File: config.mk
export PLATFORM = sky130hd
export DESIGN_NAME = bounce_box_gen
export DESIGN_NICKNAME = d
export VERILOG_FILES = /design/src/rtl/vga_pkg.sv /design/src/rtl/box_axis.sv /design/src/rtl/bounce_box_gen.sv
export SDC_FILE = /design/constraint.sdc
export NUM_CORES = 1
export LEC_CHECK = 0
export ABC_AREA = 1
export CAP_MARGIN = 10
export CELL_PAD_IN_SITES_DETAIL_PLACEMENT = 2
export CELL_PAD_IN_SITES_GLOBAL_PLACEMENT = 2
export CORE_UTILIZATION = 31
export DETAILED_ROUTE_END_ITERATION = 7
export PLACE_DENSITY = 0.87
export SLEW_MARGIN = 30
export SYNTH_ARGS = -nofsm -noshare
export SYNTH_HDL_FRONTEND = slang
export SYNTH_SLANG_ARGS = --single-unit
export TNS_END_PERCENT = 1
File: constraint.sdc
create_clock -name CLK -period 2.95 [get_ports CLK]
set_input_delay 0.4425 -clock CLK [delete_from_list [all_inputs] [get_ports CLK]]
set_output_delay 0.4425 -clock CLK [all_outputs]
set_load 0.005 [all_outputs]
File: src/rtl/vga_pkg.sv
// Shared VGA definitions: active-area size, colour type and constants, and
// the foreground palette used by the bouncing-box generator.
package vga_pkg;

    localparam int H_ACTIVE = 640;
    localparam int V_ACTIVE = 480;

    // One 12-bit pixel, red in the top nibble.
    typedef struct packed {
        logic [3:0] r;
        logic [3:0] g;
        logic [3:0] b;
    } rgb_t;

    localparam rgb_t RGB_BLACK      = 12'h000;
    localparam rgb_t RGB_BACKGROUND = 12'h004;

    // Foreground palette, entry 0 in the lowest slot: red, green, blue, yellow.
    localparam rgb_t [3:0] PALETTE = {12'hFF0, 12'h00F, 12'h0F0, 12'hF00};

    function automatic rgb_t palette_colour(input logic [1:0] idx);
        return PALETTE[idx];
    endfunction

endpackage

File: src/rtl/box_axis.sv
// One axis of the bouncing box: position in 0..LIMIT, a direction bit
// (1 = increasing) and a bounce flag raised in the cycle the axis reverses.
module box_axis #(
    parameter int LIMIT = 608,
    parameter int STEP  = 2
) (
    input  logic       CLK,
    input  logic       RST,
    input  logic       STEP_EN,
    output logic [9:0] POS,
    output logic       DIR,
    output logic       BOUNCE
);

    // Arithmetic is one bit wider than the position so POS+STEP never wraps.
    localparam logic [10:0] LIMIT_W = 11'(LIMIT);
    localparam logic [10:0] STEP_W  = 11'(STEP);

    logic [9:0]  pos_q, pos_d;
    logic        dir_q, dir_d;
    logic [10:0] pos_ext;
    logic [10:0] fwd;

    assign pos_ext = {1'b0, pos_q};
    assign fwd     = pos_ext + STEP_W;

    // Next position/direction for one frame step, clamping at either wall.
    always_comb begin
        // NOTE: every output of this block is defaulted first so no path leaves it unassigned (no latch).
        pos_d  = pos_q;
        dir_d  = dir_q;
        BOUNCE = 1'b0;
        if (STEP_EN) begin
            if (dir_q) begin
                if (fwd < LIMIT_W) begin
                    pos_d = fwd[9:0];
                end else begin
                    pos_d  = LIMIT_W[9:0];
                    dir_d  = 1'b0;
                    BOUNCE = 1'b1;
                end
            end else begin
                if (pos_ext > STEP_W) begin
                    pos_d = 10'(pos_ext - STEP_W);
                end else begin
                    pos_d  = '0;
                    dir_d  = 1'b1;
                    BOUNCE = 1'b1;
                end
            end
        end
    end

    // Position and direction registers; reset parks the box at 0 heading up.
    always_ff @(posedge CLK) begin
        // NOTE: state is written with <= so every register samples pre-edge values.
        if (RST) begin
            pos_q <= '0;
            dir_q <= 1'b1;
        end else begin
            pos_q <= pos_d;
            dir_q <= dir_d;
        end
    end

    assign POS = pos_q;
    assign DIR = dir_q;

endmodule

File: src/rtl/bounce_box_gen.sv
// Bouncing-box pattern generator: moves a square once per frame, counts
// wall bounces, cycles the box colour on each bounce, and registers one
// pixel colour per pixel-enable from the incoming raster coordinates.
module bounce_box_gen
    import vga_pkg::*;
#(
    parameter int BOX_SIZE = 32,
    parameter int STEP     = 2,
    parameter int WIDTH    = H_ACTIVE,
    parameter int HEIGHT   = V_ACTIVE
) (
    input  logic       CLK,
    input  logic       RST,
    input  logic       PIX_EN,
    input  logic [9:0] H_CNT,
    input  logic [9:0] V_CNT,
    input  logic       ACTIVE,
    input  logic       FRAME_START,
    output logic [3:0] VGA_R,
    output logic [3:0] VGA_G,
    output logic [3:0] VGA_B,
    output logic [7:0] BOUNCE_CNT
);

    localparam logic [10:0] BOX_W = 11'(BOX_SIZE);

    logic       frame_step;
    logic [9:0] x_pos, y_pos;
    logic       x_dir, y_dir;
    logic       x_bounce, y_bounce;
    logic       bounce_evt;
    logic       unused_dir;

    logic [7:0] cnt_q, cnt_d;
    logic [1:0] pal_q, pal_d;
    rgb_t       rgb_q, rgb_d;

    logic [10:0] h_ext, v_ext, x_ext, y_ext;
    logic        in_box;

    // A frame step only counts when FRAME_START coincides with a pixel enable.
    assign frame_step = PIX_EN & FRAME_START;

    box_axis #(
        .LIMIT (WIDTH - BOX_SIZE),
        .STEP  (STEP)
    ) u_axis_x (
        .CLK     (CLK),
        .RST     (RST),
        .STEP_EN (frame_step),
        .POS     (x_pos),
        .DIR     (x_dir),
        .BOUNCE  (x_bounce)
    );

    box_axis #(
        .LIMIT (HEIGHT - BOX_SIZE),
        .STEP  (STEP)
    ) u_axis_y (
        .CLK     (CLK),
        .RST     (RST),
        .STEP_EN (frame_step),
        .POS     (y_pos),
        .DIR     (y_dir),
        .BOUNCE  (y_bounce)
    );

    // Directions live inside the axes; the generator only needs the bounce flags.
    assign unused_dir = x_dir ^ y_dir;

    // A corner hit reverses both axes in one frame but is a single event.
    assign bounce_evt = x_bounce | y_bounce;

    // Box test at 11 bits so position + BOX_SIZE cannot overflow.
    assign h_ext  = {1'b0, H_CNT};
    assign v_ext  = {1'b0, V_CNT};
    assign x_ext  = {1'b0, x_pos};
    assign y_ext  = {1'b0, y_pos};
    assign in_box = (h_ext >= x_ext) && (h_ext < x_ext + BOX_W) &&
                    (v_ext >= y_ext) && (v_ext < y_ext + BOX_W);

    // Pixel colour from the current (pre-update) position and palette, plus
    // next bounce count and palette index.
    always_comb begin
        rgb_d = RGB_BLACK;
        if (ACTIVE) begin
            rgb_d = in_box ? palette_colour(pal_q) : RGB_BACKGROUND;
        end
        cnt_d = cnt_q;
        pal_d = pal_q;
        if (bounce_evt) begin
            cnt_d = cnt_q + 8'd1;
            pal_d = pal_q + 2'd1;
        end
    end

    // Colour, counter and palette registers advance only on pixel enables.
    always_ff @(posedge CLK) begin
        if (RST) begin
            rgb_q <= RGB_BLACK;
            cnt_q <= '0;
            pal_q <= '0;
        end else if (PIX_EN) begin
            rgb_q <= rgb_d;
            cnt_q <= cnt_d;
            pal_q <= pal_d;
        end
    end

    assign VGA_R      = rgb_q.r;
    assign VGA_G      = rgb_q.g;
    assign VGA_B      = rgb_q.b;
    assign BOUNCE_CNT = cnt_q;

endmodule

* Word-level counts from Yosys, hierarchy flattened *
Cells that the tools add are included.

operators by class
  $add $sub $neg = 8
  $lt $le $gt $ge = 9
  multiplexer cells = 22
  bitwise operators = 2
  reductions and logical operators = 4

operators by type and width
  cell                     count
  $mux W10                 6
  $mux W12                 3
  $bmux W12 S2             1
  $add A10 B2 Y11 const B  2
  $add A10 B6 Y11 const B  2
  $lt A10 B11 Y1           2
  $ge A10 B10 Y1           2
  $gt A10 B2 Y1 const B    2
  $sub A10 B2 Y10 const B  2
  $mux W1                  12
  $lt A11 B10 Y1 const B   1
  $lt A11 B9 Y1 const B    1
  $add A8 B1 Y8 const B    1
  $logic_and A1 B1 Y1      3
  $lt A2 B3 Y1 const B     1
  $add A2 B1 Y2 const B    1
  $reduce_and A2 Y1        1
  $and A1 B1 Y1            1
  $or A1 B1 Y1             1

word-level totals
  flip-flop bits (word level) = 44
  input bits = 25
  output and inout port bits = 20
  logic and storage cells = 54

* Logic depth before layout (Yosys ltp) *
Gate-level depths: netlist (run 1).

  depth after elaboration = 7
  depth in mapped cells = 15
  mapped depth without buffers = 14

* Cells and area by module *
From an unflattened synthesis (run 1), not the netlist that was laid out.

unflattened totals
  cell total of the unflattened synthesis = 558
  area, all modules = 3575.9 sq um

by module, submodules not included
  module                instances  cells each  area an instance (sq um)  sequential area each (sq um)
  bounce_box_gen        1          265         1711.6                    280.3
  box_axis at u_axis_y  1          147         963.4                     200.2
  box_axis at u_axis_x  1          146         900.9                     200.2

* Least setup slack after synthesis (run 1) *
No wires, ideal clock.

  path type = reg-to-reg
  start = register u_axis_x.pos_q[5] (netlist: u_axis_x.POS[5])
  end = register rgb_q, in the netlist VGA_B[1]
  setup time = 0.070 ns
  data arrival time = 1.974 ns
  data required time = 2.880 ns
  slack = 0.905 ns
  cell stages (with the launch flop) = 13
  buffers on the path = 0
  clock period less this slack = 2.045 ns
  cell sequence = dfxtp_1 inv_1 ha_1 inv_1 ha_1 a21oi_1 a21boi_0 nor2_1 nor2_1 nand3_1 nor2_1 nand3_1 a21oi_1

between the ends
  word-level cells in the longest chain between the ends = 7
  elaborated cells on any way between the ends = 8
  those cells by class = add/sub: 1; order compare: 2; mux: 2; reduce/logical: 3

RTL lines
  what                                  line                   source
  start, declared                       box_axis.sv:19         logic [9:0] pos_q, pos_d;
  start signal, assigned                box_axis.sv:61         pos_q <= pos_d;
  $add A10 B6 Y11                       bounce_box_gen.sv:79   assign in_box = (h_ext >= x_ext) && (h_ext < x_ext + BOX_W) &&
  $lt A10 B11 Y1                        bounce_box_gen.sv:79
  $logic_and A1 B1 Y1 (*) (2 in a row)  bounce_box_gen.sv:79
  $logic_and A1 B1 Y1 (*)               bounce_box_gen.sv:80   (v_ext >= y_ext) && (v_ext < y_ext + BOX_W);
  $mux W12 (*)                          bounce_box_gen.sv:87   rgb_d = in_box ? palette_colour(pal_q) : RGB_BACKGROUND;
  $mux W12 (*)                          bounce_box_gen.sv:86   if (ACTIVE) begin
  end signal, assigned                  bounce_box_gen.sv:104  rgb_q <= rgb_d;
  end, declared                         bounce_box_gen.sv:36   rgb_t rgb_q, rgb_d;

Every way passes the cells marked *; elsewhere a longest branch is shown, timed or not.
A chain may end at the register's enable or synchronous reset.

* Worst setup path in the final report (run 1) *
Ends and elaborated chain as after synthesis.

==> metrics, run 1 <==
Simple-Gate Fraction of Synth Area 0.314; DR vias/cell between 5 and 6; clock root cell clkbuf_8; met1 usage 0.244; gr usage total 0.216; std cell rows 37; PD cells between 300 and 400 nW/um2; maximum root-to-sink buffer count 2; Starting Density 0.321; RSZ-0062 raised after global routing no; Finish-stage setup viols 0; clock-pin slew on the worst setup and hold paths around 0.090 ns; Final nets 598; final period utilization 0.887; crit-path max FO 8; CTS Hold Bufs 0; CP Capture Type flop; layout cells sized above 1 0.0824; FF+latch count, synth 34; Leak Pwr approximately 1.7 nW; syn avg cell area approximately 6.7 um2; routing usage on met3 0.0245; Via Count 3458; drt wl/cell 16.6 um; Mapped Cells 499; Port Buf Inserts 42; critical path's largest stage delay 0.49 ns; Worst Path Required 3.18 ns; DPL Wire Length around 9000 um; DRC viols 0; Seq/Total Area, Yosys 0.203; chip width 106 um; H-tree levels 2; largest family of logic cells by synthesized area simple AND/OR/NAND/NOR gates; Chip Height 106 um; final instance area 3930 um2; initial antenna violation count 0; mux cell area share after synthesis 0; cts bufs inserted 5; Final min period 2.62 ns; Synth area leaders dfxtp_1, ha_1, nand2_1, a21oi_1, nand3_1; cell family with most CP delay compound AO/OA/AOI/OAI gates; relative slew slack 0.607; largest net degree at the start of global routing 18; filler instances 1267; Hold Violations, Final 0; post-CTS sizing 0; Arr. time, crit path 2.84 ns; WS Path Type reg -> reg; buffer and inverter count on the worst path 2; RD Place Congestion 0.779; Max-cap violations 0; final setup TNS 0 ns; full die area roughly 11000 um2; Max Clk Rate 382 MHz; post-synthesis cell area around 3300 um2; Slew Limit Fails 0; Post-DRT Antenna Nets 0; worst skew pair latency 0.31 ns; Clock Sink Count 34; Min-Delay Path Class reg -> reg; Synthesis Warnings 0; Critical Path Source Type flop; cells along the critical path inv_1, ha_1, inv_1, ha_1, a21oi_1, a21boi_0, nor2_1, nor2_1, nand3_1, nor2_2, nand3_1, a21oi_1; XOR/XNOR Fraction of Synth Area 0.0654; Worst Clk Skew 0.0155 ns; number of diodes 0; Yosys top cell area share 0.203; global routing's busiest layer met2; Area growth syn-to-layout 17.5%; Post CTS Setup Buffer Count 0; Top Ports 45; placed cell areas 3840 um2; vias in the first global route just under 4k; area leader, netlist dfxtp_1; complex-gate fraction of the synthesized area 0.161; pin slew with the least headroom to its limit 0.589 ns; global route overflow 0; grt met2 use 0.423; final setup margin 0.334 ns; Synthesized Nets 564; CTS tree done; Netlist cell types 37; DP Worst Slack 0.433 ns; status completed; Placeable Area 10400 um2; first-pass GRT wire length 19200 um; cell at the slowest stage of the critical path dfxtp_1; total wire length 11100 um; DR pass1 iterations 4; Initial DRC Count 90; Synth Area in Adders 0.149; Worst VDD drop 0.158 mV
tightest hold or removal path: stages, from the launching register on:
cell and delay [ns]:
dfxtp_1 0.34, nand3_1 0.08, a21oi_1 0.06
flip-flops by register name, indices dropped and copies added, names as in the netlist:
signal        cells
VGA_B             2
u_axis_x.DIR      1
BOUNCE_CNT        8
VGA_G             1
u_axis_y.POS      9
pal_q             2
VGA_R             1
u_axis_y.DIR      1
u_axis_x.POS      9
power breakdown:
| part | total [mW] | internal (mW) | switching [mW] |
|---|---|---|---|
| Clock | 0.389 | 0.189 | 0.200 |
| Sequential | 0.526 | 0.483 | 0.0433 |
| Combinational | 0.482 | 0.187 | 0.295 |
cells in the final DEF (no fill, tap or decap), types with 3 or more instances in the layout:
master,count
o211ai_1,3
clkbuf_8,6
ha_1,40
nand3_2,6
dfxtp_1,34
xnor2_1,5
a31oi_1,4
buf_4,5
nand3b_1,4
nor2_1,39
clkdlybuf4s50_1,42
nor2_2,7
xor2_1,20
o21ai_0,32
nand4_1,8
inv_2,7
nand2_1,106
a21oi_1,46
nand3_1,41
nor2_4,3
inv_1,51
final cells by class:
type,instances,area [um2],share of cell area
Sequential cell,34,681,0.173
Timing Repair Buffer,47,458,0.116
Clock buffer,7,86.3,0.0219
Inverter,59,221,0.0563
Clock inverter,1,5.00,0.00127
Multi-Input combinational cell,386,2310,0.588
Tap cell,136,170,0.0433
metal layers:
layer  routed length (um)  vias up  part of all wire
li1                     -     1708                 -
met1                 4890     1712              0.44
met2                 5930       28              0.53
met3                  149       10             0.013
met4                  150        0             0.013
met5                    0        -                 0
path summary, 6_finish.rpt:
path	start	endpoint	cells after the start	slack, ns
setup / recovery	u_axis_x.POS[5]	VGA_B[1]	12	0.33
hold reg to reg	BOUNCE_CNT[7]	BOUNCE_CNT[7]	2	0.52
setup reg to reg	u_axis_x.POS[5]	VGA_B[1]	12	0.33
hold / removal	BOUNCE_CNT[7]	BOUNCE_CNT[7]	2	0.52
stage by stage:
step / utilization / instances / hold WS [ns] / power [mW]
after global routing: 0.378 / 670 / 0.559 / 1.50
after floorplan: - / 499 / 0.485 / 0.857
after detailed placement: 0.369 / 662 / 0.510 / 1.02
after CTS: 0.377 / 670 / 0.528 / 1.42
after global placement: 0.369 / 662 / 0.498 / 0.982
final: 0.378 / 670 / 0.525 / 1.40
cells by family after synthesis:
logic type,count (synthesis)
AO/OA/AOI/OAI,98
XOR/XNOR,25
adder cells (fa/ha/maj),40
buffers and inverters,79
flip-flops,34
AND/OR/NAND/NOR,223
synth_stat cells, drive strengths merged:
cell type,number
o31ai,1
inv,58
dfxtp,34
o21bai,1
clkbuf,7
nor3,2
o211ai,3
a21oi,48
nand4,8
o21ai,34
o211a,1
a21boi,2
clkinv,1
buf,13
nand2,110
xnor2,5
o21a,2
a21o,2
nor2,49
xor2,20
nand3,49
a31oi,4
and2,1
ha,40
nand3b,4
Power figures use the tool's default switching activity.
==> run 2: changes to the inputs <==
- RECOVER_POWER: not set -> 50
==> run 2 against run 1 <==
Utilization down 0.12 points. First-iteration DRC count decreased by 1.1%. Critical path depth did not move. Die area is the same. Global-route usage did not move. Final cell count did not move.
==> metrics, run 2 (synthesis gave the netlist of run 1 again) <==
most common cell after layout, fill and taps aside nand2_1 (unchanged); cell family with most CP delay compound AO/OA/AOI/OAI gates (unchanged); CP Capture Type flop (unchanged); clock root cell clkbuf_8 (unchanged); WS Path Type reg -> reg (unchanged); worst skew pair latency 0.31 ns (about the same); drt wl/cell 16.6 um (about the same); maximum root-to-sink buffer count 2 (unchanged); Chip Height 106 um (unchanged); Top Ports 45 (unchanged); number of diodes 0 (unchanged); Max Clk Rate 382 MHz (about the same); Worst VDD drop 0.158 mV (about the same); Final Non-Filler Cells 670 (unchanged); Max-cap violations 0 (unchanged); cell at the slowest stage of the critical path dfxtp_1 (unchanged); Via Count 3458 (unchanged); relative slew slack 0.604 (was 0.607); status completed (unchanged); Starting Density 0.321 (unchanged); Worst Clk Skew 0.0165 ns (was 0.0155 ns); Area growth syn-to-layout 17.1% (was 17.5%); largest net degree at the start of global routing 18 (unchanged); PD cells 355 nW/um2 (about the same); RD Place Congestion 0.779 (unchanged); DPL Wire Length 8830 um (unchanged); final instance area 3920 um2 (was 3930 um2); DRC viols 0 (unchanged); clock-pin slew on the worst setup and hold paths 0.09 ns (about the same); total wire length 11100 um (about the same); final setup margin 0.333 ns (was 0.334 ns); gr usage total 0.216 (unchanged); Slew Limit Fails 0 (unchanged); crit-path max FO 8 (unchanged); buffer and inverter count on the worst path 2 (unchanged); RSZ-0062 raised after global routing no (unchanged); chip width 106 um (unchanged); Critical Path Source Type flop (unchanged); vias in the first global route 3970 (unchanged); first-pass GRT wire length 19200 um (unchanged); Port Buf Inserts 42 (unchanged); CTS Hold Bufs 0 (unchanged); final setup TNS 0 ns (unchanged); pin slew with the least headroom to its limit 0.594 ns (was 0.589 ns); dpl cells 662 (unchanged); cells along the critical path inv_1, ha_1, inv_1, ha_1, a21oi_1, a21boi_0, nor2_1, nor2_1, nand3_1, nor2_2, nand3_1, a21oi_1 (unchanged); Post-DRT Antenna Nets 0 (unchanged); Min-Delay Path Class reg -> reg (unchanged); Placeable Area 10400 um2 (unchanged); Arr. time, crit path 2.84 ns (about the same); CTS tree done (unchanged); cts bufs inserted 5 (unchanged); Hold Violations, Final 0 (unchanged); H-tree levels 2 (unchanged); final period utilization 0.887 (about the same); Leak Pwr 1.80 nW (was 1.75 nW); Clock Sink Count 34 (unchanged); full die area 11200 um2 (unchanged); Initial DRC Count 89 (was 90); Final min period 2.62 ns (about the same); Fin Hold WS 0.515 ns (was 0.525 ns); global route overflow 0 (unchanged); DR vias/cell 5.16 (unchanged); critical path's largest stage delay 0.49 ns (about the same); most frequent cells in the layout nand2_1, inv_1, a21oi_1 (unchanged); placed cell areas 3840 um2 (unchanged); initial antenna violation count 0 (unchanged); DP Worst Slack 0.433 ns (unchanged); Finish-stage setup viols 0 (unchanged); layout cells sized above 1 0.0768 (was 0.0824); DR pass1 iterations 4 (unchanged); std cell rows 37 (unchanged); Worst Path Required 3.18 ns (about the same); Final nets 598 (unchanged)
run 2: power by group:
| group | switching [mW] | internal, mW | leakage [nW] |
|---|---|---|---|
| combinational | 0.295 | 0.184 | 1.48 |
| clock | 0.199 | 0.189 | 0.0482 |
| sequential | 0.0429 | 0.483 | 0.278 |
run 2: what timing repair did:
action,4_1_cts,5_1_grt
gates resized for setup,0,1
endpoints found under the setup margin,0,1
buffers inserted,0,0
run 2: final timing paths:
path	end	start	slack, ns	cells past startpoint
hold / removal	VGA_G[2]	VGA_G[2]	0.52	2
setup reg to reg	VGA_B[1]	u_axis_x.POS[5]	0.33	12
setup / recovery	VGA_B[1]	u_axis_x.POS[5]	0.33	12
hold reg to reg	VGA_G[2]	VGA_G[2]	0.52	2
run 2: through the flow:
step	total power [mW]	util
floorplan	0.857	-
global placement	0.982	0.369
detailed placement	1.02	0.369
CTS	1.42	0.377
global route	1.50	0.376
finish	1.39	0.376
run 2: layout make-up:
type	instances	area [um2]
fill	1271	6490
multi-input combinational	386	2300
sequential	34	681
timing repair buffer	47	454
inverter	59	221
tap	136	170
clock buffer	7	86.3
clock inverter	1	5.00
run 2: per-layer routing:
| metal | global-route usage | vias up | part of all wire |
|---|---|---|---|
| met5 | 0 | - | 0 |
| met2 | 0.423 | 25 | 0.53 |
| met1 | 0.244 | 1713 | 0.44 |
| met4 | 0.0565 | 0 | 0.014 |
| li1 | - | 1710 | - |
| met3 | 0.0245 | 10 | 0.013 |
run 2: worst min-delay path: stages, from the launching register on:
cell and delay, ns:
dfxtp_1 0.33, nand2_1 0.08, a21oi_1 0.06
==> run 3: changes to the inputs <==
--- a/config.mk
+++ b/config.mk
@@ -8,3 +8,3 @@
 export ABC_AREA = 1
-export CAP_MARGIN = 10
+export CAP_MARGIN = 20
 export CELL_PAD_IN_SITES_DETAIL_PLACEMENT = 2
--- a/constraint.sdc
+++ b/constraint.sdc
@@ -3,2 +3,2 @@
 set_output_delay 0.4425 -clock CLK [all_outputs]
-set_load 0.005 [all_outputs]
+set_load 0.1 [all_outputs]
==> run 3 against run 2 <==
Clock skew decreased by 0.0046 ns. Critical path depth unchanged. Clock-buffer cell count stayed put. Sequential share of layout area grew 0.68 points. Non-clock buffer count did not move. Largest cell class unchanged. Largest power group unchanged.
==> metrics, run 3 (synthesis gave the netlist of run 1 again) <==
status completed (unchanged); Final nets 598 (unchanged); Post CTS Setup Buffer Count 0 (unchanged); cts bufs inserted 5 (unchanged); critical path's largest stage delay 0.51 ns (was 0.49 ns); Top Ports 45 (unchanged); Hold Path Sink VGA_B[1] (was VGA_G[2]); Worst Clk Skew 0.0119 ns (was 0.0165 ns); R2R setup slack 0.35 ns (was 0.33 ns); Placeable Area 10400 um2 (unchanged); Initial DRC Count 101 (was 89); total power 1.36 mW (was 1.39 mW); Area growth syn-to-layout 12.7% (was 17.1%); dpl cells 662 (unchanged); CP Capture Type flop (unchanged); initial antenna violation count 0 (unchanged); CTS Hold Bufs 0 (unchanged); Chip Height 106 um (unchanged); Hold Violations, Final 0 (unchanged); full die area 11200 um2 (unchanged); DR pass1 iterations 4 (unchanged); Max-cap violations 0 (unchanged); first-pass GRT wire length 18600 um (was 19200 um); drt wl/cell 16.5 um (was 16.6 um); WS Path Type reg -> reg (unchanged); maximum root-to-sink buffer count 2 (unchanged); number of diodes 0 (unchanged); clock-pin slew on the worst setup and hold paths 0.08 ns (was 0.09 ns); Final min period 2.60 ns (was 2.62 ns); Max Clk Rate 384 MHz (was 382 MHz); DRC viols 0 (unchanged); layout cells sized above 1 0.0675 (was 0.0768); RD Place Congestion 0.805 (was 0.779); worst r2r src u_axis_x.POS[5] (unchanged); relative slew slack 0.200 (was 0.604); final instance area 3770 um2 (was 3920 um2); worst skew pair latency 0.29 ns (was 0.31 ns); total wire length 11100 um (about the same); Finish-stage setup viols 0 (unchanged); Final Non-Filler Cells 669 (was 670); most frequent cells in the layout nand2_1, inv_1, a21oi_1 (unchanged); clock root cell clkbuf_8 (unchanged); final period utilization 0.882 (was 0.887); gr usage total 0.208 (was 0.216); Leak Pwr 1.68 nW (was 1.80 nW); H-tree levels 2 (unchanged); Post-DRT Antenna Nets 0 (unchanged); vias in the first global route 3843 (was 3970); PD cells 360 nW/um2 (was 355 nW/um2); crit-path max FO 8 (unchanged); cell mode on critical path nor2_1; cells along the critical path inv_1, ha_1, inv_1, ha_1, a21oi_1, a21boi_0, nor2_1, nor2_1, nand3_1, nor2_1, nand3_1, a21oi_1 (was inv_1, ha_1, inv_1, ha_1, a21oi_1, a21boi_0, nor2_1, nor2_1, nand3_1, nor2_2, nand3_1, a21oi_1); Critical Path Source Type flop (unchanged); Port Buf Inserts 42 (unchanged); FF-to-FF path depth 12 (unchanged); placed cell areas 3790 um2 (was 3840 um2); Worst VDD drop 0.162 mV (was 0.158 mV); Hold Path Depth 2 (unchanged); Arr. time, crit path 2.82 ns (was 2.84 ns); Slew Limit Fails 0 (unchanged); post-CTS sizing 0 (unchanged); DR vias/cell 5.11 (was 5.16); buffer and inverter count on the worst path 2 (unchanged); Fin Hold WS 0.510 ns (was 0.515 ns); global route overflow 0 (unchanged); RSZ-0062 raised after global routing no (unchanged); Starting Density 0.321 (unchanged); most common cell after layout, fill and taps aside nand2_1 (unchanged); cell family with most CP delay simple AND/OR/NAND/NOR gates (was compound AO/OA/AOI/OAI gates); chip width 106 um (unchanged); DPL Wire Length 8890 um (was 8830 um); cell at the slowest stage of the critical path dfxtp_1 (unchanged); largest net degree at the start of global routing 18 (unchanged); std cell rows 37 (unchanged); reg2reg end VGA_G[2] (was VGA_B[1]); Min-Delay Path Class reg -> reg (unchanged); CTS tree done (unchanged); Via Count 3416 (was 3458); final setup TNS 0 ns (unchanged); Clock Sink Count 34 (unchanged); pin slew with the least headroom to its limit 1.20 ns (was 0.594 ns); Hold Crit Start VGA_B[1] (was VGA_G[2]); Worst Path Required 3.16 ns (was 3.18 ns)
run 3: routing by layer:
metal	part of all wire	up-vias	global-route usage	wire length, um
li1	-	1706	-	-
met1	0.44	1668	0.244	4840
met2	0.53	30	0.395	5860
met3	0.015	12	0.0239	162
met4	0.017	0	0.0556	191
met5	0	-	0	0
run 3: final cells by class:
cell class | instances | area, um2
Tap cell | 136 | 170
Multi-Input combinational cell | 386 | 2300
Timing Repair Buffer | 47 | 329
Sequential cell | 34 | 681
Fill cell | 1308 | 6640
Clock buffer | 7 | 76.3
Inverter | 59 | 221
run 3: report_power, final:
group	total, mW	internal, mW	leakage (nW)	switching [mW]
Clock	0.337	0.163	0.0383	0.174
Combinational	0.498	0.180	1.36	0.318
Sequential	0.525	0.483	0.278	0.0418
Total	1.36	0.826	1.68	0.534
run 3: per-stage QoR:
stage / setup WS [ns] / utilization
after floorplan: 0.905 / -
after global placement: 0.523 / 0.364
after detailed placement: 0.367 / 0.364
after CTS: 0.344 / 0.371
after global routing: 0.118 / 0.362
final: 0.348 / 0.362
run 3: tightest hold or removal path, stage by stage (launching register included):
cell and delay (ns):
dfxtp_1 0.34, nand2_1 0.07, a21oi_1 0.05
run 3: how the worst max path moves through the flow:
stage	slack [ns]	endpoint	from	cells past startpoint
5_1_grt	0.12	pal_q[1]	u_axis_y.POS[5]	13
3_3_place_gp	0.52	VGA_B[1]	u_axis_x.POS[5]	12
6_report	0.35	VGA_G[2]	u_axis_x.POS[5]	12
4_1_cts	0.34	VGA_G[2]	u_axis_x.POS[5]	12
3_5_place_dp	0.37	VGA_B[1]	u_axis_x.POS[5]	12
2_1_floorplan	0.91	VGA_B[1]	u_axis_x.POS[5]	12
